===== src/rtl/multi_cycle_ctrl.sv =====
// Control-unit FSM for the multi-cycle CPU: sequences IF/ID/EXE/MEM/WB,
// decodes opcode plus ALU flags into datapath strobes, and counts retired instructions.
module multi_cycle_ctrl #(
    parameter int CNT_W = 32
) (
    input  logic             CLK,
    input  logic             Reset,
    input  logic [5:0]       opcode,
    input  logic             zero,
    input  logic             sign,
    output logic             PCWre,
    output logic             IRWre,
    output logic             InsMemRW,
    output logic             RegWre,
    output logic [1:0]       RegDst,
    output logic             WrRegDSrc,
    output logic             ALUSrcA,
    output logic             ALUSrcB,
    output logic             ExtSel,
    output logic [2:0]       ALUOp,
    output logic             mRD,
    output logic             mWR,
    output logic             DBDataSrc,
    output logic [1:0]       PCSrc,
    output logic [3:0]       state,
    output logic             halted,
    output logic [CNT_W-1:0] instr_count
);

    typedef enum logic [3:0] {
        S_IF     = 4'd0,
        S_ID     = 4'd1,
        S_EXE_R  = 4'd2,
        S_EXE_B  = 4'd3,
        S_EXE_LS = 4'd4,
        S_MEM    = 4'd5,
        S_WB_R   = 4'd6,
        S_WB_L   = 4'd7,
        S_HALT   = 4'd8
    } state_t;

    localparam logic [5:0] OP_ADD  = 6'b000000, OP_SUB  = 6'b000001, OP_ADDI = 6'b000010;
    localparam logic [5:0] OP_OR   = 6'b010000, OP_AND  = 6'b010001, OP_ORI  = 6'b010010;
    localparam logic [5:0] OP_SLL  = 6'b011000, OP_SLT  = 6'b100110, OP_SLTI = 6'b100111;
    localparam logic [5:0] OP_SW   = 6'b110000, OP_LW   = 6'b110001, OP_BEQ  = 6'b110100;
    localparam logic [5:0] OP_BNE  = 6'b110101, OP_BLTZ = 6'b110110;
    localparam logic [5:0] OP_J    = 6'b111000, OP_JR   = 6'b111001, OP_JAL  = 6'b111010;

    state_t cur, nxt;
    logic   is_imm;
    logic   taken;

    assign state  = cur;
    assign is_imm = (opcode == OP_ADDI) || (opcode == OP_ORI) || (opcode == OP_SLTI);
    assign taken  = ((opcode == OP_BEQ)  &&  zero) ||
                    ((opcode == OP_BNE)  && !zero) ||
                    ((opcode == OP_BLTZ) &&  sign);

    always_comb begin
        // NOTE: every signal gets a default first so no path through the case infers a latch.
        nxt       = cur;
        PCWre     = 1'b0;
        IRWre     = 1'b0;
        InsMemRW  = 1'b0;
        RegWre    = 1'b0;
        RegDst    = 2'b00;
        WrRegDSrc = 1'b0;
        ALUSrcA   = 1'b0;
        ALUSrcB   = 1'b0;
        ExtSel    = 1'b0;
        ALUOp     = 3'b000;
        mRD       = 1'b0;
        mWR       = 1'b0;
        DBDataSrc = 1'b0;
        PCSrc     = 2'b00;
        halted    = 1'b0;
        case (cur)
            S_IF: begin
                InsMemRW = 1'b1;
                IRWre    = 1'b1;
                nxt      = S_ID;
            end
            S_ID: begin
                case (opcode)
                    OP_J: begin
                        PCWre = 1'b1;
                        PCSrc = 2'b11;
                        nxt   = S_IF;
                    end
                    OP_JR: begin
                        PCWre = 1'b1;
                        PCSrc = 2'b10;
                        nxt   = S_IF;
                    end
                    OP_JAL: begin
                        PCWre  = 1'b1;
                        PCSrc  = 2'b11;
                        RegWre = 1'b1;
                        nxt    = S_IF;
                    end
                    OP_BEQ, OP_BNE, OP_BLTZ:                 nxt = S_EXE_B;
                    OP_LW, OP_SW:                            nxt = S_EXE_LS;
                    OP_ADD, OP_SUB, OP_ADDI, OP_OR, OP_AND,
                    OP_ORI, OP_SLL, OP_SLT, OP_SLTI:         nxt = S_EXE_R;
                    default:                                 nxt = S_HALT;  // halt and illegal opcodes
                endcase
            end
            S_EXE_R: begin
                case (opcode)
                    OP_SUB:                 ALUOp = 3'b001;
                    OP_SLL:                 ALUOp = 3'b010;
                    OP_OR, OP_ORI:          ALUOp = 3'b011;
                    OP_AND:                 ALUOp = 3'b100;
                    OP_SLT, OP_SLTI:        ALUOp = 3'b101;
                    default:                ALUOp = 3'b000;
                endcase
                ALUSrcA = (opcode == OP_SLL);
                ALUSrcB = is_imm;
                ExtSel  = (opcode != OP_ORI);
                nxt     = S_WB_R;
            end
            S_EXE_B: begin
                ALUOp  = 3'b001;
                ExtSel = 1'b1;
                PCWre  = 1'b1;
                PCSrc  = {1'b0, taken};
                nxt    = S_IF;
            end
            S_EXE_LS: begin
                ALUSrcB = 1'b1;
                ExtSel  = 1'b1;
                nxt     = S_MEM;
            end
            S_MEM: begin
                if (opcode == OP_SW) begin
                    mWR   = 1'b1;
                    PCWre = 1'b1;
                    nxt   = S_IF;
                end else begin
                    mRD = 1'b1;
                    nxt = S_WB_L;
                end
            end
            S_WB_R: begin
                RegWre    = 1'b1;
                RegDst    = is_imm ? 2'b01 : 2'b10;
                WrRegDSrc = 1'b1;
                PCWre     = 1'b1;
                nxt       = S_IF;
            end
            S_WB_L: begin
                RegWre    = 1'b1;
                RegDst    = 2'b01;
                WrRegDSrc = 1'b1;
                DBDataSrc = 1'b1;
                PCWre     = 1'b1;
                nxt       = S_IF;
            end
            S_HALT: begin
                halted = 1'b1;
                nxt    = S_HALT;
            end
            default: nxt = S_IF;
        endcase

        // Reset must silence the fetch strobes that state IF would otherwise drive.
        if (!Reset) begin
            PCWre     = 1'b0;
            IRWre     = 1'b0;
            InsMemRW  = 1'b0;
            RegWre    = 1'b0;
            RegDst    = 2'b00;
            WrRegDSrc = 1'b0;
            ALUSrcA   = 1'b0;
            ALUSrcB   = 1'b0;
            ExtSel    = 1'b0;
            ALUOp     = 3'b000;
            mRD       = 1'b0;
            mWR       = 1'b0;
            DBDataSrc = 1'b0;
            PCSrc     = 2'b00;
            halted    = 1'b0;
        end
    end

    // NOTE: sequential state uses non-blocking assignments so every flop samples pre-edge values.
    always_ff @(posedge CLK or negedge Reset) begin
        if (!Reset) begin
            cur         <= S_IF;
            instr_count <= '0;
        end else begin
            cur <= nxt;
            if (PCWre)
                instr_count <= instr_count + CNT_W'(1);
        end
    end

endmodule


===== config.mk =====
export PLATFORM = sky130hd
export DESIGN_NAME = multi_cycle_ctrl
export DESIGN_NICKNAME = d
export VERILOG_FILES = /design/src/rtl/multi_cycle_ctrl.sv
export SDC_FILE = /design/constraint.sdc
export NUM_CORES = 1
export LEC_CHECK = 0
export CELL_PAD_IN_SITES_DETAIL_PLACEMENT = 1
export CELL_PAD_IN_SITES_GLOBAL_PLACEMENT = 1
export CORE_ASPECT_RATIO = 0.8
export CORE_UTILIZATION = 38
export CTS_BUF_LIST = sky130_fd_sc_hd__clkbuf_8 sky130_fd_sc_hd__clkbuf_16
export DETAILED_ROUTE_END_ITERATION = 10
export GPL_ROUTABILITY_DRIVEN = 1
export PLACE_DENSITY_LB_ADDON = 0.1
export SLEW_MARGIN = 15
export SYNTH_ARGS = -nofsm -noshare
export SYNTH_HDL_FRONTEND = slang
export SYNTH_SLANG_ARGS = --single-unit

===== constraint.sdc =====
create_clock -name CLK -period 5 [get_ports CLK]
set_input_delay 0.5 -clock CLK [delete_from_list [all_inputs] [get_ports CLK]]
set_output_delay 0.5 -clock CLK [all_outputs]
set_load 0.05 [all_outputs]

### Word-level counts from Yosys, hierarchy flattened

Cells that the tools add are included.

| storage, ports and cells | value |
|---|---|
| bits in registers | 36 |
| output and inout port bits | 55 |

| operators by class | value |
|---|---|
| add/sub/neg operators | 1 |
| equality and inequality tests | 25 |
| multiplexer cells | 38 |
| reduce and logical (&&, ||, !) cells | 20 |

Operators with widths:

| kind | number |
|---|---|
| 6-bit == test (second input constant) | 10 |
| 32-bit by 1-bit adder with 32-bit output (second input constant) | 1 |
| 6-bit by 5-bit == test with 1-bit output (second input constant) | 4 |
| 4-bit one-hot mux with 6 select lines | 1 |
| 1-bit 2-to-1 mux | 22 |
| 4-bit by 3-bit == test with 1-bit output (second input constant) | 4 |
| 4-bit one-hot mux with 4 select lines | 1 |
| 3-bit one-hot mux with 5 select lines | 1 |
| 2-bit one-hot mux with 2 select lines | 3 |
| 2-bit OR reduction | 6 |
| 3-bit OR reduction | 3 |
| 9-bit OR reduction | 1 |
| 4-bit by 2-bit == test with 1-bit output (second input constant) | 2 |
| 6-bit by 1-bit == test with 1-bit output (second input constant) | 1 |
| 6-bit by 2-bit == test with 1-bit output (second input constant) | 1 |
| 6-bit logical NOT | 1 |
| 2-bit 2-to-1 mux | 3 |
| 3-bit 2-to-1 mux | 2 |
| 6-bit by 5-bit inequality test with 1-bit output (second input constant) | 1 |
| 1-bit one-hot mux with 2 select lines | 3 |
| 3-bit one-hot mux with 2 select lines | 1 |
| 4-bit by 1-bit == test with 1-bit output (second input constant) | 1 |
| 4-bit == test (second input constant) | 1 |
| 4-bit logical NOT | 1 |
| other kinds (4) | 9 |

### Depth between registers and ports, before layout

Gate-level depths: netlist of the first run.

| logic depth | value |
|---|---|
| depth after elaboration | 6 |
| mapped depth | 10 |
| depth with buffers taken out | 6 |

### Worst setup path after synthesis of the first run

OpenSTA, ideal clock, no wires.

| path | value |
|---|---|
| path type | register -> output |
| from | reg cur[1] (netlist: state[1]) |
| to | out ALUOp[1] |
| arrival time | 3.610 ns |
| required time | 4.500 ns |
| setup slack | 0.890 ns |
| cell stages (with the launch flop) | 6 |
| cell sequence | dfrtp_1 > buf_6 > nand2b_1 > nor2_1 > nand3_1 > a2111oi_0 |

| between the ends | value |
|---|---|
| cells in the longest elaborated chain, start to end | 3 |
| elaborated cells on any way between the ends | 4 |
| those cells by class | eq/ne (2); mux (2) |

Ends and longest elaborated chain:

| what | RTL line | source |
|---|---|---|
| from (decl) | 49 | `state_t cur, nxt;` |
| from (signal assigned) | 192 | `cur <= nxt;` |
| 4-bit by 2-bit == test with 1-bit output | 77 | `case (cur)` |
| 3-bit one-hot mux with 2 select lines (*) | 77 |  |
| 3-bit 2-to-1 mux (*) | 167 | `if (!Reset) begin` |
| to (decl) | 20 | `output logic [2:0] ALUOp,` |

Mark *: on every way between the ends. The rest lies on a longest branch, timed or not.

### Worst setup path after layout of the first run

| path | value |
|---|---|
| from | in opcode[1] |
| to | out PCWre |

| between the ends | value |
|---|---|
| cells in the longest elaborated chain, start to end | 5 |
| elaborated cells on any way between the ends | 9 |
| those cells by class | eq/ne (4); mux (4); reduce/logical (1) |

Ends and longest elaborated chain:

| what | RTL line | source |
|---|---|---|
| from (decl) | 8 | `input logic [5:0] opcode,` |
| 6-bit == test | 84 | `case (opcode)` |
| 3-bit OR reduction (no line) | - |  |
| 1-bit 2-to-1 mux | 84 |  |
| 1-bit one-hot mux with 3 select lines (*) | 77 |  |
| 1-bit 2-to-1 mux (*) | 167 |  |
| to (decl) | 11 | `output logic PCWre,` |

Marked as above.

==> results of run 1 <==
==> power groups by stage <==
stage                     logic [mW]  clock network (mW)  registers, mW
after floorplan                0.247                   0          0.445
after global placement         0.427                   0          0.382
after detailed placement       0.433                   0          0.383
after CTS                      0.435               0.215          0.377
after global routing           0.460               0.230          0.386
final                          0.433               0.209          0.377
==> cells in the final DEF (no fill, tap or decap), types with 2 or more instances in the layout <==
cell	netlist	routed
sky130_fd_sc_hd__clkdlybuf4s50_1	0	63
sky130_fd_sc_hd__dfrtp_1	36	36
sky130_fd_sc_hd__nand2_1	22	22
sky130_fd_sc_hd__nor2_1	18	18
sky130_fd_sc_hd__xor2_1	16	16
sky130_fd_sc_hd__xnor2_1	16	16
sky130_fd_sc_hd__nand3_1	13	13
sky130_fd_sc_hd__nand4_1	13	13
sky130_fd_sc_hd__inv_1	7	9
sky130_fd_sc_hd__nor3_1	9	9
sky130_fd_sc_hd__nor3_2	6	6
sky130_fd_sc_hd__clkbuf_8	0	6
sky130_fd_sc_hd__a21oi_1	5	5
sky130_fd_sc_hd__or3_1	5	5
sky130_fd_sc_hd__and3_1	5	5
sky130_fd_sc_hd__nand2b_1	4	4
sky130_fd_sc_hd__o21ai_0	3	3
sky130_fd_sc_hd__nand3b_1	3	3
sky130_fd_sc_hd__or4_1	3	3
sky130_fd_sc_hd__nor2b_1	3	3
sky130_fd_sc_hd__and4_1	3	3
sky130_fd_sc_hd__nor4b_2	3	3
sky130_fd_sc_hd__buf_4	1	3
sky130_fd_sc_hd__or2_2	2	2
sky130_fd_sc_hd__nor4_2	2	2
==> sequential cells by signal (all words and copies together), names as in the netlist <==
register     flops
instr_count     32
state            4
==> final cells by class <==
type                    instances  area (um2)  area share, %
clock inverters                 2        7.51          0.252
flip-flops and latches         36         901           30.2
inverters                       8        31.3           1.05
multi-input cells             178        1200           40.4
repair buffers                 67         658           22.1
clock buffers                   6        82.6           2.77
well taps                      78        97.6           3.27
==> worst reg2reg max path, cell delays in order, from the launching register on <==
cell and delay, ns:
sky130_fd_sc_hd__dfrtp_1 0.50, sky130_fd_sc_hd__or4b_1 0.68, sky130_fd_sc_hd__a2111o_1 0.41, sky130_fd_sc_hd__and3_1 0.15, sky130_fd_sc_hd__buf_4 0.22, sky130_fd_sc_hd__clkinv_2 0.22
sky130_fd_sc_hd__nand4_1 0.14, sky130_fd_sc_hd__xnor2_1 0.18
==> kinds of logic after synthesis <==
family / Yosys count
muxes: 1
buffers and inverters: 21
xor gates and xnor gates: 32
DFF: 36
AOI/OAI and AO/OA: 23
and+or+nand+nor: 121
adders and majority gates: 1
==> how the worst min path moves through the flow <==
stage                     startpoint                         end  cells past startpoint
after floorplan                Reset  instr_count[0]$_DFFE_PN0P_                      0
after CTS                      Reset  instr_count[2]$_DFFE_PN0P_                      1
final                          Reset  instr_count[3]$_DFFE_PN0P_                      1
after detailed placement       Reset  instr_count[2]$_DFFE_PN0P_                      1
after global placement         Reset          state[3]$_DFF_PN0_                      1
after global routing           Reset  instr_count[2]$_DFFE_PN0P_                      1
==> layer usage <==
layer	up-vias	global-route usage, %	wire length, um
met3	6	4.14	265
met1	1004	30.6	2910
met2	50	30.4	2720
met4	0	7.29	74
met5	-	0	0
li1	960	-	-
==> run summary, run 1 <==
The flow ran to the end, and the final reports show no timing, DRC or antenna violations. The tools report the maximum clock frequency as 0.250 GHz. The tools report the I/O pin count as 65.

The count of maximum capacitance violations is 0, and the maximum cell stage delay along the critical path is 0.84 ns. The first global-routing pass estimated 9740 um of wire. Detailed placement finished with a half-perimeter wire length of 4500 um. The share of the clock period used by the worst path after layout works out to 80.0%.

Once placement finished, the instance area stood at 0.00289 mm2. The number of I/O port buffers was 64. The dominant cell by count in the synthesized netlist is sky130_fd_sc_hd__dfrtp_1. The tools report the count of hold buffers inserted by post-cts repair as 0. Among the stages of the critical path, the cell type that occurs most often is sky130_fd_sc_hd__clkdlybuf4s50_1.

The run gives 0 as the initial antenna violation count. For this design, the slowest cell found on the critical path is sky130_fd_sc_hd__clkdlybuf4s50_1. The simple-gate share of the synthesized area came out at 33.1%.

Compared with the post-synthesis result, the final layout area differs by 34.3%. The tools report the clock root buffer as sky130_fd_sc_hd__clkbuf_8. The power per cell area is 342 mW/mm2.

The finished cells cover 0.00298 mm2. Yosys printed 0 warnings. In this run, the number of DRC markers left after iteration 0 of detailed routing was 56. The dominant delay contributor by cell family on the critical path was buffers and inverters. Sequential cells were found to cover 40.6% of the synthesized design area.

The logs give 367 for the cell count after placement and 36 for the clock net sink count. Share of power burned in the clock network: 20.5%. In this run the vertical extent of the chip is 70.4 um. The most used flip-flop cell after synthesis is sky130_fd_sc_hd__dfrtp_1. The tools report the count of vias placed by the detailed router as 2020.

The path type of the worst min-delay path was in -> async. The clock period could shrink to 4.00 ns. The number of buffers and inverters on the critical path came out at 4.

At the end of the flow the core is filled with cells to 54.0%. The initial core utilization came out at 40.2%. The ratio of routed vias to standard cells was 5.39. The routed wire length per instance was 15.9 um. The net switching fraction of the power is 43.7%.

The tools report the core box area as 0.00553 mm2. TritonCTS built the clock tree. Setup slack closes at 1.00 ns. The post-CTS setup repair buffer count was 0. In this run the mean area of a mapped cell was 9.45 um2. STA classifies the critical path startpoint as an input port. The cell taking the most area after synthesis is sky130_fd_sc_hd__dfrtp_1. The setup path with the least slack is of type in -> out.

The tools report the switching power as 0.446 mW. Setup repair after global routing left no endpoint under its margin. The total clock buffers created by CTS is 5. The maximum number of buffers from clock root to sink was 2; the pin count of the biggest net entering global routing was 29. Cell count of the worst reg-to-reg path: 7. The cell area after synthesis was 0.00222 mm2; the largest driver fanout on the critical path was 18. The number of antenna-violating nets in the routed design was 0; the fill cell total of the finished layout was 653. At the worst endpoint, the required time is 4.50 ns. The power consumption is 1.02 mW, and the number of nets in the finished design is 307.

Counting instances in the post-synthesis netlist gives the leading cell types as sky130_fd_sc_hd__dfrtp_1, sky130_fd_sc_hd__nand2_1, sky130_fd_sc_hd__nor2_1, sky130_fd_sc_hd__xnor2_1, sky130_fd_sc_hd__xor2_1. In this run the number of cells on the critical path is 7. Of the post-synthesis cell area, the part taken by muxes is 0.451%. The critical path goes through clkdlybuf4s50_1 > or3_1 > or4_1 > and3_1 > buf_4 > clkinv_2 > clkdlybuf4s50_1. The share of synthesized cell area in full adder, half adder and majority cells is 0.563%, and the fraction of final layout cells sized beyond drive strength 1 is 9.09%. The startpoint identified for the worst register-to-register timing path is state[1]$_DFF_PN0_. Post-synthesis net count: 246. The run gives 5970 um as the total detailed-routing wirelength. The most critical setup path has its endpoint at PCWre. The top cell type by area accounts for 40.6% of the synthesized area. The reg2reg setup slack is 2.39 ns, and the setup slack after placement is 1.02 ns. The number of register bits inferred by synthesis is 36, and the overall track demand over capacity in global routing is 20.9%. In this run the critical register-to-register path is captured at instr_count[25]$_DFFE_PN0P_. Synthesis produced a netlist whose cell count is 235. The die covers 0.00616 mm2.

The tools report the post-synthesis cell type count as 51. The run gives 0 as the number of max-slew violations in the final report. Highest ir drop seen on vdd: 0.000150 V. The count of flip-flops with a built-in enable after synthesis is 0, and the DRC violation count after routing is 0. Routability-driven placement finished with a final weighted congestion of 0.746. The tools report the kind of capture point of the worst setup path as an output pin.

The number of hold-slack violations in the final timing report is 0, and the async set or reset register ratio after synthesis is 100%. The tools report the launching instance or port of the critical path as opcode[1]. The count of non-filler cells in the finished layout is 375, and the final hold slack is 0.123 ns.

The internal portion of the total power is 0.573 mW. After synthesis, the largest family of logic cells by area is simple AND/OR/NAND/NOR gates. For the headroom to the max-slew limit, the log shows 59.0%. Once the clock tree was built, the resizer swapped 0 gates to a different size.

The count of inserted antenna diode cells came out at 0. Sorting the synthesized cells by area gives the leading types as sky130_fd_sc_hd__dfrtp_1, sky130_fd_sc_hd__xnor2_1, sky130_fd_sc_hd__xor2_1, sky130_fd_sc_hd__nand2_1, sky130_fd_sc_hd__nand4_1. Of the total power, combinational logic draws 42.5%. Clock-pin slew was measured on the worst setup and hold paths at 0.07 ns. Adding up every negative setup slack in the final design gives 0 ns.

Summed over all cells, the static leakage comes to 1.24 nW. After global routing the overflow that remains totals 0. Data arrives at the worst endpoint at 3.50 ns. Setup violations remaining at the end of the flow were counted as 0.

The logs give 1958 for the via count of the first global-routing pass and 24 for the count of standard-cell rows. The sequential share of power came out at 37.0%. The actual slew at the worst max-slew pin came out at 0.612 ns. The H-tree level count came out at 2. The clock insertion delay at the later pin of the skew report was 0.29 ns. Before antenna repair, the detailed router went through 4 iterations. The synthesized netlist devotes 7.49% of its cell area to compound gates. Of the total synthesized cell area, the portion taken by XOR and XNOR cells is 12.6%.

The clock skew is 0.00250 ns, and the die extent in x is 87.5 um.
Note: power is estimated with default switching activity, not from simulation.
==> run 2: changes to the inputs <==
--- a/config.mk
+++ b/config.mk
@@ -8,7 +8,7 @@
 export CELL_PAD_IN_SITES_DETAIL_PLACEMENT = 1
 export CELL_PAD_IN_SITES_GLOBAL_PLACEMENT = 1
 export CORE_ASPECT_RATIO = 0.8
-export CORE_UTILIZATION = 38
+export CORE_UTILIZATION = 32
 export CTS_BUF_LIST = sky130_fd_sc_hd__clkbuf_8 sky130_fd_sc_hd__clkbuf_16
 export DETAILED_ROUTE_END_ITERATION = 10
 export GPL_ROUTABILITY_DRIVEN = 1
==> constraint.sdc (replaced) <==
create_clock -name CLK -period 3.26 [get_ports CLK]
set_input_delay 0.326 -clock CLK [delete_from_list [all_inputs] [get_ports CLK]]
set_output_delay 0.326 -clock CLK [all_outputs]
set_load 0.05 [all_outputs]
==> run 2 against run 1 <==
Core utilization fell by 7.6 points. Sequential cell count did not move. Cell area rose by 1.7%. Sequential power rose by 43%. Clock power rose by 60%. Power rose by 59%. Worst setup slack got worse by 0.84 ns. Final cell count rose by 2.9%. Critical endpoint is now RegWre.
==> run summary, run 2 (synthesis results as in run 1) <==
The run gives 37 (was 29) as the pin count of the biggest net entering global routing. The arrival time reported for the critical path endpoint is 2.77 ns (was 3.50 ns), and the number of antenna-violating nets in the routed design is 0 (unchanged). The run gives 0 (unchanged) as the count of inserted antenna diode cells. The height of the die came out at 76.5 um (was 70.4 um). The clock insertion delay at the later pin of the skew report was 0.29 ns (about the same). The most common cell after layout, fill and taps aside was sky130_fd_sc_hd__clkdlybuf4s50_1 (unchanged). For the final weighted congestion in routability-driven placement, the log shows 0.771 (was 0.746).

The run gives 0 (unchanged) as the initial antenna violation count. The flow ran to the end, and the final reports show no timing, DRC or antenna violations. The headroom to the max-slew limit was 62.0% (was 59.0%); the shortest clock period the worst path allows after layout was 3.10 ns.

The highest ir drop seen on vdd was 0.000241 V (was 0.000150 V). Path type of the worst min-delay path: in -> async (unchanged). The initial core utilization came out at 34.0% (was 40.2%). Number of design-rule violations left by the first detailed-router iteration: 50 (was 56). The run gives 0 (unchanged) as the count of hold buffers inserted by post-cts repair. The launching instance or port of the critical path is state[2]$_DFF_PN0_ (was opcode[1]).

The number of hold-slack violations in the final timing report was 0 (unchanged). For the required time of the critical path, the log shows 2.93 ns (was 4.50 ns). The register clock-pin slew on the reported worst setup and hold paths came out at 0.07 ns (about the same). For the die area, the log shows 0.00728 mm2 (was 0.00616 mm2).

Clock net sink count: 36 (unchanged). The class of the most critical setup path was reg -> out (was in -> out). The actual slew at the worst max-slew pin is 0.566 ns (was 0.612 ns). The tools report the clock root buffer as sky130_fd_sc_hd__clkbuf_8 (unchanged).

The count of maximum capacitance violations was 0 (unchanged). The setup slack after placement came out at 0.224 ns (was 1.02 ns). The tools report the number of nets in the finished design as 312 (was 307).

Kind of capture point of the worst setup path: an output pin (unchanged). The maximum clock frequency was 0.323 GHz. Count of vias placed by the detailed router: 2005 (was 2020). The run gives 0 (unchanged) as the residual overflow from global routing. Commonest cells after routing, fill and taps aside: sky130_fd_sc_hd__clkdlybuf4s50_1, sky130_fd_sc_hd__dfrtp_1, sky130_fd_sc_hd__nand2_1, sky130_fd_sc_hd__nor2_1 (unchanged).

Number of flip-flops in the largest register: 32 (unchanged). TritonCTS built the clock tree. For the final setup TNS, the log shows 0 ns (unchanged).

The nature of the critical path startpoint was a register (was an input port). The cell count after placement is 378 (was 367), and the first-pass iteration count of the detailed router is 4 (unchanged). The ratio of routed vias to standard cells is 5.19 (was 5.39), and the placed cell area is 0.00294 mm2 (was 0.00289 mm2). The fraction of final layout cells sized beyond drive strength 1 works out to 12.9% (was 9.09%).

The total detailed-routing wirelength came out at 6320 um (was 5970 um). The H-tree level count is 2 (unchanged), and the count of cells resized by post-cts repair is 0 (unchanged). The largest driver fanout on the critical path was 9 (was 18); the power consumption was 1.62 mW (was 1.02 mW). The die extent in x works out to 95.1 um (was 87.5 um). The share of the clock period used by the worst path after layout works out to 95.1%. The first-pass GRT wire length came out at 10400 um (was 9740 um).

The power per cell area works out to 533 mW/mm2 (was 342 mW/mm2). The core box area came out at 0.00654 mm2 (was 0.00553 mm2). The tools report the clock skew as 0.00566 ns (was 0.00250 ns).

Startpoint of the worst register-to-register path: state[2]$_DFF_PN0_ (was state[1]$_DFF_PN0_). The run gives 5 (unchanged) as the total clock buffers created by CTS. Routed wire length per instance: 16.4 um (was 15.9 um).

The overall track demand over capacity in global routing is 18.4% (was 20.9%), and the layout overhead on the synthesized area is 36.6% (was 34.3%). The count of standard-cell rows is 26 (was 24), and the DRC violation count after routing is 0 (unchanged). The run gives 4750 um (was 4500 um) as the sum of net half-perimeters after detailed placement. The fill cell total of the finished layout was 788 (was 653). The post-CTS setup repair buffer count was 0 (unchanged); the static power due to leakage was 1.29 nW (was 1.24 nW). The final-report setup violation count is 0 (unchanged). The I/O pin count is 65 (unchanged), and the reg2reg setup slack is 0.61 ns (was 2.39 ns). The number of max-slew violations in the final report is 0 (unchanged). Setup repair after global routing left no endpoint under its margin. The cell area after layout is 0.00303 mm2 (was 0.00298 mm2), and the count of non-filler cells in the finished layout is 386 (was 375). Register ranked first by flip-flop count: instr_count (unchanged).

The number of I/O port buffers was 64 (unchanged); the maximum number of buffers from clock root to sink was 2 (unchanged). The run gives 1973 (was 1958) as the via count of the first global-routing pass. Post-layout worst setup margin: 0.161 ns (was 1.00 ns).
## run 2: where the power goes
part | internal (mW) | total (mW) | switching (mW)
clock | 0.169 | 0.335 | 0.167
combinational | 0.252 | 0.741 | 0.489
sequential | 0.489 | 0.539 | 0.0508
## run 2: routing by layer
metal	global-route usage (%)	vias up	routed length, um
met3	3.49	5	242
li1	-	974	-
met1	29.0	988	3360
met2	24.9	38	2660
met5	0	-	0
met4	5.45	0	52
## run 2: worst paths after layout
path,cells after the start,end
setup / recovery,4,RegWre
hold / removal,2,instr_count[11]$_DFFE_PN0P_
setup reg to reg,6,instr_count[24]$_DFFE_PN0P_
hold reg to reg,1,instr_count[19]$_DFFE_PN0P_
max in group asynchronous,2,instr_count[15]$_DFFE_PN0P_
min in group CLK,1,instr_count[19]$_DFFE_PN0P_
## run 2: through the flow
stage	hold slack, ns	util [%]
final	0.229	46.4
after global routing	0.265	46.4
after CTS	0.237	46.3
after detailed placement	0.488	44.9
after global placement	0.465	44.9
after floorplan	0.0304	-
## run 2: area by class of cell
| type | instances | area, um2 | area share (%) |
|---|---|---|---|
| clock buffers | 6 | 82.6 | 2.72 |
| multi-input cells | 178 | 1200 | 39.7 |
| clock inverters | 2 | 10.0 | 0.330 |
| flip-flops and latches | 36 | 901 | 29.7 |
| well taps | 84 | 105 | 3.47 |
| repair buffers | 72 | 698 | 23.0 |
| inverters | 8 | 31.3 | 1.03 |
## run 2: critical path: stages (launching register included)
cell                              delay, ns
sky130_fd_sc_hd__dfrtp_1               0.47
sky130_fd_sc_hd__or4b_1                0.65
sky130_fd_sc_hd__or3_1                 0.36
sky130_fd_sc_hd__o21ai_0               0.17
sky130_fd_sc_hd__clkdlybuf4s50_1       0.82
